### src/rtl/arcade_input_pkg.sv
// Shared constants and types for the arcade control front-end.
package arcade_input_pkg;

  // Lane positions inside one player's bundle.
  localparam int LANE_RIGHT = 0;
  localparam int LANE_LEFT  = 1;
  localparam int LANE_DOWN  = 2;
  localparam int LANE_UP    = 3;
  localparam int LANE_FIRE0 = 4;

  // Coin pulse shaper states.
  typedef enum logic [1:0] {
    COIN_IDLE  = 2'd0,
    COIN_PULSE = 2'd1,
    COIN_GAP   = 2'd2
  } coin_state_t;

  // Four direction lanes followed by the fire buttons.
  function automatic int lanes_per_player(input int num_fire);
    return 4 + num_fire;
  endfunction

endpackage

### src/rtl/arcade_debounce.sv
// One raw active-low line: 2-FF synchroniser followed by a stability counter.
// Output stays in the raw (active-low) polarity; released = 1.
module arcade_debounce #(
  parameter int DEB_BITS = 9
) (
  input  logic clk_i,
  input  logic rst_i,
  input  logic raw_i,
  output logic deb_o
);

  logic                r_sync1;
  logic                r_sync2;
  logic                r_state;
  logic [DEB_BITS-1:0] r_cnt;

  // Bring the asynchronous pin into the clk_i domain; released out of reset.
  always_ff @(posedge clk_i) begin
    if (rst_i) begin
      r_sync1 <= 1'b1;
      r_sync2 <= 1'b1;
    end else begin
      r_sync1 <= raw_i;
      r_sync2 <= r_sync1;
    end
  end

  // Count cycles of disagreement; flip the state only after a full run.
  always_ff @(posedge clk_i) begin
    if (rst_i) begin
      r_state <= 1'b1;
      r_cnt   <= '0;
    end else if (r_sync2 != r_state) begin
      if (r_cnt == {DEB_BITS{1'b1}}) begin
        r_state <= r_sync2;
        r_cnt   <= '0;
      end else begin
        r_cnt <= r_cnt + DEB_BITS'(1);
      end
    end else begin
      r_cnt <= '0;
    end
  end

  assign deb_o = r_state;

endmodule

### src/rtl/arcade_input_mux.sv
// Arcade control front-end: debounces connector/board pins, merges them with
// keyboard lanes under swap / one-player modes, cleans opposing directions,
// shapes the coin pulse and drives the scoreboard toggle.
// Optional autofire is built when ARCADE_INPUT_AUTOFIRE_EN is defined.
// coin_state_o exposes the coin FSM state for observation.
module arcade_input_mux
  import arcade_input_pkg::*;
#(
  parameter int NUM_PLAYERS = 2,
  parameter int NUM_FIRE    = 7,
  parameter int DEB_BITS    = 9,
  parameter int COIN_CYCLES = 16384,
  parameter int GAP_CYCLES  = 16384
`ifdef ARCADE_INPUT_AUTOFIRE_EN
  ,
  parameter int AUTOFIRE_HALF = 262144
`endif
) (
  input  logic                                              clk_i,
  input  logic                                              rst_i,
  input  logic [NUM_PLAYERS*lanes_per_player(NUM_FIRE)-1:0] joy_n_i,
  input  logic [NUM_PLAYERS*lanes_per_player(NUM_FIRE)-1:0] kbd_i,
  input  logic [3:0]                                        btn_n_i,
  input  logic [2:0]                                        kbd_ctrl_i,
  input  logic                                              joyswap_i,
  input  logic                                              oneplayer_i,
`ifdef ARCADE_INPUT_AUTOFIRE_EN
  input  logic [NUM_FIRE-1:0]                               autofire_i,
`endif
  output logic [NUM_PLAYERS*lanes_per_player(NUM_FIRE)-1:0] player_o,
  output logic [1:0]                                        start_o,
  output logic                                              coin_o,
  output logic                                              reset_req_o,
  output logic                                              toggle_o,
  output coin_state_t                                       coin_state_o
);

  localparam int L        = lanes_per_player(NUM_FIRE);
  localparam int NL       = NUM_PLAYERS * L;
  localparam int TOP_FIRE = LANE_FIRE0 + NUM_FIRE - 1;
  localparam int CNT_MAX  = (COIN_CYCLES > GAP_CYCLES) ? COIN_CYCLES : GAP_CYCLES;
  localparam int CNT_W    = $clog2(CNT_MAX + 1);

  logic [NL-1:0] w_joy_deb_n;
  logic [3:0]    w_btn_deb_n;
  logic [NL-1:0] w_phys;
  logic [NL-1:0] w_src;
  logic [L-1:0]  w_all;
  logic [L-1:0]  w_lane;
  logic [NL-1:0] w_clean;
  logic [NL-1:0] w_out;
  logic          w_coin_req;
  logic          w_coin_edge;

  logic [NL-1:0]    r_player;
  logic [1:0]       r_start;
  logic             r_reset_req;
  logic             r_top_q;
  logic             r_top_prev;
  logic             r_toggle;
  logic             r_coin_req_prev;
  coin_state_t      r_coin_state;
  logic [CNT_W-1:0] r_coin_cnt;
  logic             r_coin;

  // One debouncer per raw connector line and per board button.
  for (genvar g = 0; g < NL; g++) begin : g_joy_deb
    arcade_debounce #(.DEB_BITS(DEB_BITS)) u_deb (
      .clk_i (clk_i),
      .rst_i (rst_i),
      .raw_i (joy_n_i[g]),
      .deb_o (w_joy_deb_n[g])
    );
  end

  for (genvar b = 0; b < 4; b++) begin : g_btn_deb
    arcade_debounce #(.DEB_BITS(DEB_BITS)) u_deb (
      .clk_i (clk_i),
      .rst_i (rst_i),
      .raw_i (btn_n_i[b]),
      .deb_o (w_btn_deb_n[b])
    );
  end

  assign w_phys = ~w_joy_deb_n;

  // Port swap only exists when there are at least two ports to exchange.
  if (NUM_PLAYERS >= 2) begin : g_swap
    always_comb begin
      w_src = w_phys;
      if (joyswap_i) begin
        w_src[0 +: L] = w_phys[L +: L];
        w_src[L +: L] = w_phys[0 +: L];
      end
    end
  end else begin : g_noswap
    assign w_src = w_phys;
  end

  // Merge ports with keyboard lanes, then cancel opposing directions.
  always_comb begin
    w_all   = '0;
    w_lane  = '0;
    w_clean = '0;
    for (int p = 0; p < NUM_PLAYERS; p++) begin
      w_all = w_all | w_phys[p*L +: L] | kbd_i[p*L +: L];
    end
    for (int p = 0; p < NUM_PLAYERS; p++) begin
      w_lane = oneplayer_i ? w_all : (w_src[p*L +: L] | kbd_i[p*L +: L]);
      if (w_lane[LANE_UP] && w_lane[LANE_DOWN]) begin
        w_lane[LANE_UP]   = 1'b0;
        w_lane[LANE_DOWN] = 1'b0;
      end
      if (w_lane[LANE_LEFT] && w_lane[LANE_RIGHT]) begin
        w_lane[LANE_LEFT]  = 1'b0;
        w_lane[LANE_RIGHT] = 1'b0;
      end
      w_clean[p*L +: L] = w_lane;
    end
  end

`ifdef ARCADE_INPUT_AUTOFIRE_EN
  localparam int AF_W = $clog2(2 * AUTOFIRE_HALF);

  logic [NL-1:0]          r_clean_prev;
  logic [AF_W-1:0]        r_af_cnt [NUM_PLAYERS];
  logic [NUM_PLAYERS-1:0] w_af_press;
  logic [NUM_PLAYERS-1:0] w_af_high;

  // Chop enabled fires; the press cycle itself is always the high phase.
  always_comb begin
    w_out      = w_clean;
    w_af_press = '0;
    w_af_high  = '0;
    for (int p = 0; p < NUM_PLAYERS; p++) begin
      w_af_press[p] = |(w_clean[p*L+LANE_FIRE0 +: NUM_FIRE]
                        & ~r_clean_prev[p*L+LANE_FIRE0 +: NUM_FIRE] & autofire_i);
      w_af_high[p]  = w_af_press[p] || (r_af_cnt[p] < AF_W'(AUTOFIRE_HALF));
      for (int f = 0; f < NUM_FIRE; f++) begin
        if (autofire_i[f] && !w_af_high[p]) begin
          w_out[p*L+LANE_FIRE0+f] = 1'b0;
        end
      end
    end
  end

  // Per-player phase counter, restarted by a press edge.
  always_ff @(posedge clk_i) begin
    if (rst_i) begin
      r_clean_prev <= '0;
      for (int p = 0; p < NUM_PLAYERS; p++) r_af_cnt[p] <= '0;
    end else begin
      r_clean_prev <= w_clean;
      for (int p = 0; p < NUM_PLAYERS; p++) begin
        if (w_af_press[p]) begin
          r_af_cnt[p] <= AF_W'(1);
        end else if (r_af_cnt[p] == AF_W'(2*AUTOFIRE_HALF - 1)) begin
          r_af_cnt[p] <= '0;
        end else begin
          r_af_cnt[p] <= r_af_cnt[p] + AF_W'(1);
        end
      end
    end
  end
`else
  assign w_out = w_clean;
`endif

  assign w_coin_req  = ~w_btn_deb_n[2] | kbd_ctrl_i[2];
  assign w_coin_edge = w_coin_req & ~r_coin_req_prev;

  // Output registers, edge history and the scoreboard toggle.
  always_ff @(posedge clk_i) begin
    if (rst_i) begin
      r_player        <= '0;
      r_start         <= '0;
      r_reset_req     <= 1'b0;
      r_top_q         <= 1'b0;
      r_top_prev      <= 1'b0;
      r_toggle        <= 1'b0;
      r_coin_req_prev <= 1'b0;
    end else begin
      r_player        <= w_out;
      r_start         <= ~w_btn_deb_n[1:0] | kbd_ctrl_i[1:0];
      r_reset_req     <= ~w_btn_deb_n[3];
      r_top_q         <= w_clean[TOP_FIRE];
      r_top_prev      <= r_top_q;
      r_coin_req_prev <= w_coin_req;
      if (r_top_q && !r_top_prev) r_toggle <= ~r_toggle;
    end
  end

  // Coin shaper: fixed high time, then a forced low gap whose last cycle is
  // spent in COIN_IDLE so a new edge there is accepted.
  always_ff @(posedge clk_i) begin
    if (rst_i) begin
      r_coin_state <= COIN_IDLE;
      r_coin_cnt   <= '0;
      r_coin       <= 1'b0;
    end else begin
      case (r_coin_state)
        COIN_IDLE: begin
          if (w_coin_edge) begin
            r_coin_state <= COIN_PULSE;
            r_coin_cnt   <= '0;
            r_coin       <= 1'b1;
          end
        end
        COIN_PULSE: begin
          if (r_coin_cnt == CNT_W'(COIN_CYCLES - 1)) begin
            r_coin_cnt   <= '0;
            r_coin       <= 1'b0;
            r_coin_state <= (GAP_CYCLES > 1) ? COIN_GAP : COIN_IDLE;
          end else begin
            r_coin_cnt <= r_coin_cnt + CNT_W'(1);
          end
        end
        COIN_GAP: begin
          if (r_coin_cnt == CNT_W'(GAP_CYCLES - 2)) begin
            r_coin_cnt   <= '0;
            r_coin_state <= COIN_IDLE;
          end else begin
            r_coin_cnt <= r_coin_cnt + CNT_W'(1);
          end
        end
        default: begin
          r_coin_state <= COIN_IDLE;
          r_coin_cnt   <= '0;
          r_coin       <= 1'b0;
        end
      endcase
    end
  end

  assign player_o     = r_player;
  assign start_o      = r_start;
  assign coin_o       = r_coin;
  assign reset_req_o  = r_reset_req;
  assign toggle_o     = r_toggle;
  assign coin_state_o = r_coin_state;

endmodule

### config.mk
export PLATFORM = sky130hd
export DESIGN_NAME = arcade_input_mux
export DESIGN_NICKNAME = d
export VERILOG_FILES = /design/src/rtl/arcade_input_pkg.sv /design/src/rtl/arcade_debounce.sv /design/src/rtl/arcade_input_mux.sv
export SDC_FILE = /design/constraint.sdc
export NUM_CORES = 1
export LEC_CHECK = 0
export ABC_AREA = 1
export CELL_PAD_IN_SITES_DETAIL_PLACEMENT = 2
export CELL_PAD_IN_SITES_GLOBAL_PLACEMENT = 2
export CORE_MARGIN = 5
export CORE_UTILIZATION = 35
export DETAILED_ROUTE_END_ITERATION = 10
export PLACE_DENSITY_LB_ADDON = 0.1
export SYNTH_ARGS = -nofsm -noshare
export SYNTH_HDL_FRONTEND = slang
export SYNTH_SLANG_ARGS = --single-unit
### constraint.sdc
create_clock -name clk_i -period 2.51 [get_ports clk_i]
set_input_delay 0.502 -clock clk_i [delete_from_list [all_inputs] [get_ports clk_i]]
set_output_delay 0.502 -clock clk_i [all_outputs]
set_load 0.05 [all_outputs]
* After elaboration in Yosys (flattened, before gate mapping)
Index checks and enable logic that the tools add are counted.
** Storage, ports and cells
- Output and inout bits :: 29
- Input bits :: 55
- Logic and storage cells :: 324
- Register bits :: 359
** Operators by class
- Bitwise gates (word level) :: 41
- Add/subtract/negate cells :: 27
- Eq/ne operators :: 59
- Multiplexer cells :: 14
- Reductions and logical operators :: 65
** Operator list (count)
- $add A9 B1 Y9 const B :: 26
- $eq A9 B9 Y1 const B :: 26
- $reduce_or A3 Y1 :: 26
- $or A11 B11 Y11 :: 5
- $reduce_and A2 Y1 :: 26
- $mux W15 :: 3
- $pmux W15 S3 :: 1
- $not A1 Y1 :: 31
- $eq A15 B14 Y1 const B :: 2
- $ne A1 B1 Y1 :: 26
- $mux W11 :: 2
- $mux W22 :: 1
- $not A22 Y22 :: 1
- $add A15 B1 Y15 const B :: 1
- $reduce_or A2 Y1 :: 4
- $mux W2 :: 3
- $ne A2 B2 Y1 const B :: 3
- $pmux W2 S3 :: 1
- $reduce_and A3 Y1 :: 2
- $logic_and A1 B1 Y1 :: 5
- $pmux W1 S3 :: 1
- $eq A2 B1 Y1 const B :: 1
- $eq A2 B2 Y1 const B :: 1
- $logic_not A2 Y1 :: 1
- other kinds (6) :: 7

* Logic depth before layout (Yosys ltp)
- Word-level depth :: 7
- Depth in mapped cells :: 13
- Gate-level depth less buffers :: 12

* Modules after synthesis
From an unflattened synthesis, not the netlist that was laid out.
** Unflattened totals
- Cells, all modules :: 2052
- Area, all modules :: 15284.7 um^2
** Modules (own cells, without submodules)
- arcade_debounce :: area each 495.5 um^2, cells each 65, seq. area each 240.2 um^2, instances 26
- arcade_input_mux :: area each 2402.3 um^2, cells each 362, seq. area each 920.9 um^2, instances 1

* Least setup slack after synthesis
No wires, ideal clock.
- Path kind :: reg2reg
- Start point :: register g_joy_deb[13].u_deb.r_cnt[0]
- End point :: register g_joy_deb[13].u_deb.r_cnt[2]
- Arrival :: 1.646 ns
- Path slack :: 0.748 ns
- Setup time :: 0.116 ns
- Buffers on the path :: 1
- Period minus slack after synthesis :: 1.762 ns
- Cell stages (with the launch flop) :: 14
- Data required time :: 2.394 ns
- Cell sequence :: dfxtp_1 > ha_1 > nand2_1 > nor2_1 > nand2_1 > nor2_1 > nand2_1 > nor2_1 > ha_1 > inv_1 > and3_1 > buf_2 > inv_1 > nor3b_1
** On the way
- Longest elaborated chain between the ends :: 2
- Elaborated cells on any way between the ends :: 3
- Those cells by class :: add/sub (1); eq/ne (1); reduce/logical (1)
** RTL lines
- from (decl) :: line arcade_debounce.sv:15 : logic [DEB_BITS-1:0] r_cnt;
- from (signal assigned) :: line arcade_debounce.sv:38 : r_cnt <= r_cnt + DEB_BITS'(1);
- parallel branches: the longest is 2 deep, another holds $add A9 B1 Y9
Parallel ways; which one is timed is not known.
A chain may end at the register's enable or synchronous reset.

* Worst setup path after layout
- Start point :: register r_player[10] (netlist: player_o[10])
- End point :: output port player_o[10]
** RTL lines
- from (decl) :: line arcade_input_mux.sv:55 : logic [NL-1:0] r_player;
- from (signal assigned) :: line arcade_input_mux.sv:183 : r_player <= w_out;
- to (decl) :: line arcade_input_mux.sv:30 : output logic [NUM_PLAYERS*lanes_per_player(NUM_FIRE)-1:0] player_o,
No word-level cell between the ends.

==> run_results.csv <==
group,metric,value,unit
setup_path,crit_buf_inv,1,
cells_and_area,layout-drive-gt1-share,8.50,%
sta,setup_viol,0,
grt,grt_max_degree,39,
yosys,syn_area,0.0144,mm^2
setup_path,arrival,1.85,ns
yosys,yosysSeqAreaShare,49.8,%
sta,rsz0062_at_grt,"no",
yosys,netlist_instances,1827,
clock_network,insertion_delay,0.56,ns
die,die_w,213,um
cells_and_area,syn2layout_area_growth,20.0,%
power_and_ir_drop,p_comb_share,7.9,%
power_and_ir_drop,p_seq_share,44.6,%
yosys,synth_edf_count,0,
clock_network,clock-sinks,358,
die,core_area,0.0407,mm^2
yosys,ys_ff_latch,358,
sta,drv_slew,0,
clock_network,cts_resized,0,
power_and_ir_drop,p_per_area,760,mW/mm^2
grt,overflow,0,
die,start_util,35.3,%
setup_path,crit_fanout,4,
drt,ant_nets,0,
power_and_ir_drop,p_leak,6.51,nW
clock_network,cts_setup_buffers,0,
die,die_h,213,um
drt,wl_per_cell,15.2,um
placement,dpl.hpwl,27700,um
sta,maxSlewHeadroom,41.3,%
clock_network,clk_path_buf_depth,3,
drt,drtPass1Iterations,4,
power_and_ir_drop,p_sw,3.13,mW
power_and_ir_drop,p_int,10.0,mW
setup_path,path_cells,"clkdlybuf4s50_1",
clock_network,cts_buffers,44,
setup_path,critPathTopFamily,"buffers and inverters",
clock_network,clk_pin_slew,0.05,ns
drt,drtIter0Drc,273,
yosys,async_flop_share,0,%
clock_network,htreeDepth,2,
setup_path,cp.depth,1,
setup_path,start_kind,"register",
die,dieArea,0.0453,mm^2
setup_path,cp_slowest_cell,"clkdlybuf4s50_1",
cells_and_area,antenna_cells,0,
sta,hold_violations,0,
drt,wl,38000,um
clock_network,clockRootBuffer,"clkbuf_16",
yosys,yosysUniqueCellTypes,41,
power_and_ir_drop,ir_worst_vdd,0.433,mV
placement,port_buffers,83,
sta,min_period_over_period,93.9,%
hold_path,holdPathStages,1,
die,io_pins,84,
placement,place_congestion,0.751,
yosys,synth_area_per_cell,7.88,um^2
setup_path,cp_data_required_time,2.01,ns
sta,fin_hold_ws,0.409,ns
sta,worst_pin_slew,0.880,ns
setup_path,end_kind,"primary output",
outcome,status,"finished, final reports clean",
die,num_rows,74,
drt,vias,12100,
power_and_ir_drop,swShare,23.8,%
sta,finClkSkew,0.00912,ns
power_and_ir_drop,p_clk_share,47.5,%
cells_and_area,fillers,4613,
cells_and_area,layout.nets,2052,
grt,grt_pass1_wl,63500,um
setup_path,cpPeakStageDelay,0.85,ns
setup_path,reg2reg_depth,12,
sta,fmax,424,MHz
yosys,syn_nets,1939,
drt,drc,0,
sta,layout_min_cycle_time,2.36,ns
run,cap_violations,0,
hold_path,hold_class,"reg2reg",
drt,via_per_inst,4.86,
yosys,yosys_warnings,0,
grt,grt_pass1_vias,13200,
grt,grt.total_usage,17.0,%
yosys,synthFlopType,"dfxtp_1",
sta,timing.setup.tns,0,ns
clock_network,cts_hold_buf,0,
setup_path,crit_type,"reg2out",
clock_network,cts_tree,"done",
grt,antenna_found_initial,0,
synth_stat cells (7+ instances only):
master / n / area share [%]
a21oi_1: 162 / 5.6
and3_1: 26 / 1.1
buf_2: 15 / 0.52
clkbuf_1: 7 / 0.18
dfxtp_1: 358 / 50
ha_1: 57 / 5.0
inv_1: 268 / 7.0
nand2_1: 210 / 5.5
nand2_2: 9 / 0.39
nand3_1: 56 / 1.9
nand4_1: 32 / 1.4
nor2_1: 321 / 8.4
nor3_1: 40 / 1.4
nor3b_1: 24 / 1.3
o21ai_0: 122 / 4.2
o41ai_1: 7 / 0.43
or2_2: 52 / 2.3
power by group through the flow:
stage / combinational [mW] / clock, mW / sequential (mW)
floorplan: 0.547 / 0 / 6.10
finish: 1.03 / 6.23 / 5.86
global route: 1.13 / 6.72 / 5.87
CTS: 1.06 / 6.49 / 5.86
detailed placement: 1.05 / 0 / 5.98
global placement: 1.02 / 0 / 5.98
state kept, by name (all words and copies together), names as in the netlist:
| register | cells |
|---|---|
| coin_state_o | 2 |
| g_joy_deb.u_deb.r_sync1 | 22 |
| g_btn_deb.u_deb.r_sync1 | 4 |
| player_o | 22 |
| g_btn_deb.u_deb.r_sync2 | 4 |
| r_coin_cnt | 15 |
| reset_req_o | 1 |
| g_joy_deb.u_deb.r_sync2 | 22 |
| g_btn_deb.u_deb.deb_o | 4 |
| toggle_o | 1 |
| g_btn_deb.u_deb.r_cnt | 36 |
| g_joy_deb.u_deb.r_cnt | 198 |
| r_coin_req_prev | 1 |
| coin_o | 1 |
| start_o | 2 |
| g_joy_deb.u_deb.deb_o | 22 |
| r_top_prev | 1 |
cell type report:
cell class	instances	area (um^2)	share of cell area (%)
clock buffer	62	1290	7.47
multi-input combinational	1169	6060	35.1
tap	532	666	3.85
clock inverter	9	125	0.725
sequential	358	7170	41.5
timing repair buffer	93	936	5.42
inverter	274	1030	5.96
stage by stage:
stage | area [um^2] | std cells | power (mW) | util [%] | worst slack [ns]
3_5_place_dp | 15900 | 2426 | 7.03 | 38.9 | 0.335
4_1_cts | 17300 | 2497 | 13.4 | 42.4 | 0.0955
6_report | 17300 | 2497 | 13.1 | 42.4 | 0.154
3_3_place_gp | 15900 | 2426 | 7.00 | 38.9 | 0.418
2_1_floorplan | 14400 | 1827 | 6.65 | - | 0.748
5_1_grt | 17300 | 2497 | 13.7 | 42.4 | 0.0723
final timing paths:
| kind | slack, ns | from | end |
|---|---|---|---|
| worst max-delay path | 0.15 | player_o[10] | player_o[10] |
| worst min-delay path | 0.41 | g_btn_deb[1].u_deb.r_sync1 | g_btn_deb[1].u_deb.r_sync2 |
| worst min register to register | 0.41 | g_btn_deb[1].u_deb.r_sync1 | g_btn_deb[1].u_deb.r_sync2 |
| worst max register to register | 0.34 | g_joy_deb[9].u_deb.r_cnt[0] | g_joy_deb[9].u_deb.r_cnt[2] |
cell families after synthesis:
logic type / synth area share [%]
xor+xnor: 0.304
buf+inv: 8.11
flops: 49.8
compound gates: 11.6
fa+ha+maj: 4.96
simple gates: 25.2
per-layer routing:
layer | vias up | part of all wire [%] | track usage [%]
met3 | 49 | 3.3 | 3.28
met1 | 5876 | 44 | 20.2
met4 | 0 | 1.8 | 4.13
met5 | - | 0 | 0
met2 | 112 | 51 | 31.5
li1 | 6110 | - | -
layout by cell type, fill, tap and decap left out, drive strengths merged, types with 6 or more instances in the layout:
master / count
nor3b: 24
clkbuf: 62
o21ai: 123
nand4: 32
or2: 54
ha: 57
nor2: 326
buf: 12
dfxtp: 358
nor3: 46
nand3: 59
a21oi: 165
o41ai: 7
o21a: 6
clkdlybuf4s50: 81
and3: 26
nand2: 223
inv: 274
Power figures use the tool's default switching activity.
